$ cat config.mk
export PLATFORM = sky130hd
export DESIGN_NAME = full_split
export DESIGN_NICKNAME = d
export VERILOG_FILES = /design/src/rtl/full_split.sv
export SDC_FILE = /design/constraint.sdc
export NUM_CORES = 1
export LEC_CHECK = 0
export BUFFER_PORTS_ARGS = -buffer_cell sky130_fd_sc_hd__buf_2
export CAP_MARGIN = 30
export CORE_ASPECT_RATIO = 2
export CORE_MARGIN = 2
export CORE_UTILIZATION = 45
export CTS_BUF_LIST = sky130_fd_sc_hd__clkbuf_16
export CTS_CLUSTER_SIZE = 30
export DETAILED_ROUTE_END_ITERATION = 8
export PLACE_DENSITY = 0.7
export SETUP_SLACK_MARGIN = 0.1
export SYNTH_ARGS = -nofsm -noshare
export SYNTH_HDL_FRONTEND = slang
export SYNTH_SLANG_ARGS = --single-unit
export TNS_END_PERCENT = 5
$ cat constraint.sdc
create_clock -name clk_i -period 4.21 [get_ports clk_i]
set_input_delay 0 -clock clk_i [delete_from_list [all_inputs] [get_ports clk_i]]
set_output_delay 0 -clock clk_i [all_outputs]
set_load 0.02 [all_outputs]
$ cat src/rtl/full_split.sv
// Boolean masking front end: splits one K_WIDTH-bit word into N_SHARES XOR shares.
// Optional build macro FULL_SPLIT_ZEROIZE_EN clears stage data on enabled bubble cycles.
module full_split #(
    parameter int K_WIDTH  = 32,
    parameter int N_SHARES = 3,
    localparam int MASKWIDTH = K_WIDTH * N_SHARES,
    localparam int RANDNUM   = N_SHARES - 1,
    localparam int LAYERS    = N_SHARES - 1
) (
    input  logic                         clk_i,
    input  logic                         rst_ni,
    input  logic                         i_dvld,
    input  logic                         i_rvld,
    input  logic [K_WIDTH-1:0]           i_x,
    input  logic [K_WIDTH*RANDNUM-1:0]   i_n,
    output logic [MASKWIDTH-1:0]         o_x,
    output logic                         o_dvld,
    output logic                         o_busy
);

    if (N_SHARES < 2) begin : g_bad_cfg
        $error("full_split: N_SHARES must be at least 2");
    end

    logic [LAYERS:1]    r_v;
    logic [K_WIDTH-1:0] r_s [1:LAYERS][N_SHARES];
    logic [K_WIDTH-1:0] r_n [1:LAYERS][RANDNUM];

    logic [LAYERS:1]    w_in_v;
    logic [K_WIDTH-1:0] w_in_s [1:LAYERS][N_SHARES];
    logic [K_WIDTH-1:0] w_in_n [1:LAYERS][RANDNUM];
    logic [K_WIDTH-1:0] w_nx_s [1:LAYERS][N_SHARES];
    logic [K_WIDTH-1:0] w_nx_n [1:LAYERS][RANDNUM];

    // Gather what each stage sees at its input: the raw word for stage 1, the previous stage otherwise.
    always_comb begin
        w_in_v = {LAYERS{1'b0}};
        for (int k = 1; k <= LAYERS; k++) begin
            for (int s = 0; s < N_SHARES; s++) begin
                w_in_s[k][s] = {K_WIDTH{1'b0}};
            end
            for (int j = 0; j < RANDNUM; j++) begin
                w_in_n[k][j] = {K_WIDTH{1'b0}};
            end
        end
        for (int k = 1; k <= LAYERS; k++) begin
            if (k == 1) begin
                w_in_v[k] = i_dvld;
                w_in_s[k][0] = i_x;
                for (int j = 0; j < RANDNUM; j++) begin
                    w_in_n[k][j] = i_n[j*K_WIDTH +: K_WIDTH];
                end
            end else begin
                w_in_v[k] = r_v[k-1];
                for (int s = 0; s < N_SHARES; s++) begin
                    w_in_s[k][s] = r_s[k-1][s];
                end
                for (int j = 0; j < RANDNUM; j++) begin
                    w_in_n[k][j] = r_n[k-1][j];
                end
            end
        end
    end

    // Stage k folds random word k-1 into share 0 and emits it as share k; consumed words are dropped.
    always_comb begin
        for (int k = 1; k <= LAYERS; k++) begin
            for (int s = 0; s < N_SHARES; s++) begin
                w_nx_s[k][s] = w_in_s[k][s];
            end
            w_nx_s[k][0] = w_in_s[k][0] ^ w_in_n[k][k-1];
            w_nx_s[k][k] = w_in_n[k][k-1];
            for (int j = 0; j < RANDNUM; j++) begin
                if (j < k) begin
                    w_nx_n[k][j] = {K_WIDTH{1'b0}};
                end else begin
                    w_nx_n[k][j] = w_in_n[k][j];
                end
            end
        end
    end

    // Pipeline registers: reset clears, i_rvld low freezes everything, data moves only with valid.
    always_ff @(posedge clk_i) begin
        if (!rst_ni) begin
            r_v <= {LAYERS{1'b0}};
            for (int k = 1; k <= LAYERS; k++) begin
                for (int s = 0; s < N_SHARES; s++) begin
                    r_s[k][s] <= {K_WIDTH{1'b0}};
                end
                for (int j = 0; j < RANDNUM; j++) begin
                    r_n[k][j] <= {K_WIDTH{1'b0}};
                end
            end
        end else if (i_rvld) begin
            r_v <= w_in_v;
            for (int k = 1; k <= LAYERS; k++) begin
                if (w_in_v[k]) begin
                    for (int s = 0; s < N_SHARES; s++) begin
                        r_s[k][s] <= w_nx_s[k][s];
                    end
                    for (int j = 0; j < RANDNUM; j++) begin
                        r_n[k][j] <= w_nx_n[k][j];
                    end
                end
`ifdef FULL_SPLIT_ZEROIZE_EN
                else begin
                    for (int s = 0; s < N_SHARES; s++) begin
                        r_s[k][s] <= {K_WIDTH{1'b0}};
                    end
                    for (int j = 0; j < RANDNUM; j++) begin
                        r_n[k][j] <= {K_WIDTH{1'b0}};
                    end
                end
`endif
            end
        end
    end

    // Outputs come straight from the last stage registers.
    always_comb begin
        o_x = {MASKWIDTH{1'b0}};
        for (int s = 0; s < N_SHARES; s++) begin
            o_x[s*K_WIDTH +: K_WIDTH] = r_s[LAYERS][s];
        end
        o_dvld = r_v[LAYERS];
        o_busy = |r_v;
    end

endmodule

==> impl_metrics.json <==
{
  "fp.coreArea_sq_mm": 0.0167,
  "power_frac_clock": 0.372,
  "ant_nets": 0,
  "htreeDepth": 4,
  "yosysSeqAreaShare": 0.758,
  "arrival_ns": 2.10,
  "dpl.cell_count": 870,
  "setup_viol": 0,
  "cp_cell_sequence": "nand2_1 -> nand2_4 -> buf_4",
  "die_x_microns": 96.3,
  "drt_iter0_markers": 166,
  "fin_setup_tns_ns": 0,
  "p_sw_mw": 0.991,
  "nets": 884,
  "path_max_fanout": 70,
  "skew_ns": 0.00505,
  "overflow": 0,
  "ios": 198,
  "critPathTopFamily": "simple AND/OR/NAND/NOR gates",
  "grt_pass1_wl_microns": 25300,
  "outcome": "completed",
  "maxCapViolCount": 0,
  "die_area_sq_mm": 0.0182,
  "clock_latency_ns": 0.43,
  "maxSlewViolCount": 0,
  "slew_headroom": 0.361,
  "timing.hold.worst.class": "input port to register",
  "critPathLaunchType": "register",
  "routed_wl_microns": 16500,
  "cts.sinks": 194,
  "clockBufferDepth": 2,
  "yosys.area.top_type": "edfxtp_1",
  "fin_area_sq_mm": 0.0104,
  "row_count": 67,
  "antenna_found_initial": 2,
  "area_delta_synth_final_pct": 35.8,
  "drc": 0,
  "cts_tree": "yes",
  "p_leak_nw": 4.22,
  "grtUsageTotal": 0.192,
  "seq_power_share": 0.531,
  "hold_viol_final": 0,
  "vdd_drop_max_v": 0.000303,
  "synth.top_cell.area_share": 0.752,
  "synth.cell_area_sq_mm": 0.00766,
  "power_frac_comb": 0.097,
  "grt_pass1_vias": 4977,
  "cpPeakStageDelay_ns": 0.65,
  "whs_ns": 0.245,
  "io_buffers": 197,
  "via_count": 4720,
  "p_int_mw": 3.35,
  "hpwl_microns": 10300,
  "crit_buf_inv": 1,
  "die_h_microns": 189,
  "period_share": 0.477,
  "dpl_cell_area_sq_mm": 0.00877,
  "required_ns": 4.30,
  "wire_per_inst_microns": 16.4,
  "register_area_sq_mm": 0.00581,
  "grt_max_degree": 71,
  "yosys_warnings": 0,
  "place_congestion": 0.819,
  "ys_top_cells_by_area": "edfxtp_1, and2_1, xnor2_1",
  "cts_root_buf": "clkbuf_16",
  "yosys_register_bits": 194,
  "layout_min_cycle_time_ns": 2.01,
  "avgSynthCellArea_sq_um": 15.9,
  "synth_cell_types": 14,
  "fmax_mhz": 498,
  "netlist_instances": 483,
  "layout-drive-gt1-share": 0.299,
  "cts_made_buffers": 17,
  "instances_no_fill": 1006,
  "rsz0062_at_grt": "no",
  "start_util": 0.459,
  "worstMarginPinSlew_ns": 0.959,
  "crit_type": "register to register",
  "via_per_inst": 4.69,
  "critPathSlowestCell": "nand2_4",
  "first_pass_iters": 4,
  "multi_input_area_sq_mm": 0.00170,
  "powerDensity_mw_per_mm2": 417,
  "clk_transition_reported_paths_ns": 0.07,
  "cp-end-kind": "register",
  "fillCellCount": 1217,
  "syn_nets": 583,
  "switching_share": 0.228
}
==> per-layer routing <==
layer	vias to the layer above	track usage	share of wire
met2	175	0.329	0.54
li1	2250	-	-
met1	2249	0.210	0.36
met3	46	0.0352	0.045
met5	-	0	0
met4	0	0.123	0.056
==> final timing paths <==
path         slack, ns                     start  depth (start not counted)                        to
min               0.25                    i_dvld                          4  r_s[1][95]$_SDFFCE_PN0P_
min reg2reg       0.52  r_s[1][43]$_SDFFCE_PN0P_                          1  r_s[2][43]$_SDFFCE_PN0P_
max               2.20       r_v[1]$_SDFFE_PN0P_                          3  r_s[2][23]$_SDFFCE_PN0P_
max reg2reg       2.20       r_v[1]$_SDFFE_PN0P_                          3  r_s[2][23]$_SDFFCE_PN0P_
==> worst min-delay path: stages <==
cell	delay, ns
buf_2	0.09
nand3_1	0.06
buf_4	0.26
nor2_1	0.14
==> cell type report <==
class | count | area share
diodes | 2 | 0.000481
clock buffers | 17 | 0.0409
clock inverters | 15 | 0.0162
multi-input cells | 269 | 0.163
flip-flops and latches | 194 | 0.558
well taps | 207 | 0.0249
repair buffers | 302 | 0.197
==> logic make-up (layout without fill, tap and decap cells) <==
family          Yosys count  in the layout  synth area share
flops                   194            194             0.758
other cells               0              2                 0
simple gates            203            203             0.143
xor+xnor                 64             64            0.0731
buf+inv                  20            334            0.0242
compound gates            2              2           0.00196
==> cells in the mapped netlist <==
cell        n
edfxtp_1  192
and2_1    128
nor2_1     64
xnor2_1    64
buf_6      14
buf_2       4
nand2_1     4
a21boi_0    2
and3_1      2
clkbuf_1    2
dfxtp_1     2
nand2b_1    2
nand3_1     2
or2_2       1
==> power groups by stage <==
stage / Sequential [mW] / Clock [mW] / Combinational, mW
finish: 2.31 / 1.62 / 0.419
global route: 2.32 / 1.73 / 0.452
global placement: 2.34 / 0 / 0.335
CTS: 2.31 / 1.64 / 0.417
floorplan: 2.41 / 0 / 0.143
detailed placement: 2.35 / 0 / 0.342
==> metrics by stage <==
step | total power, mW | util | worst slack (ns)
CTS | 4.36 | 0.622 | 2.13
global placement | 2.68 | 0.526 | 2.24
detailed placement | 2.69 | 0.526 | 2.17
finish | 4.34 | 0.624 | 2.20
floorplan | 2.55 | - | 1.30
global route | 4.50 | 0.624 | 2.01
==> registers in the layout, summed over array words and instances (netlist names) <==
register,count
r_s,160
r_v,2
r_n,32
==> what timing repair did <==
| action | CTS | global route |
|---|---|---|
| setup buffers | 0 | 0 |
| hold endpoints to repair | 98 | 0 |
| gates resized for setup | 0 | 0 |
| hold buffers | 101 | 0 |
==> layout by cell type, fill, tap and decap left out, drive strengths merged, types with 4 or more instances in the layout <==
cell type    count
xnor2           64
edfxtp         192
dlygate4sd3    101
nand2            4
buf            201
clkbuf          17
nor2            64
and2           128
inv              7
clkinv           5
Note: power is estimated with default switching activity, not from simulation.
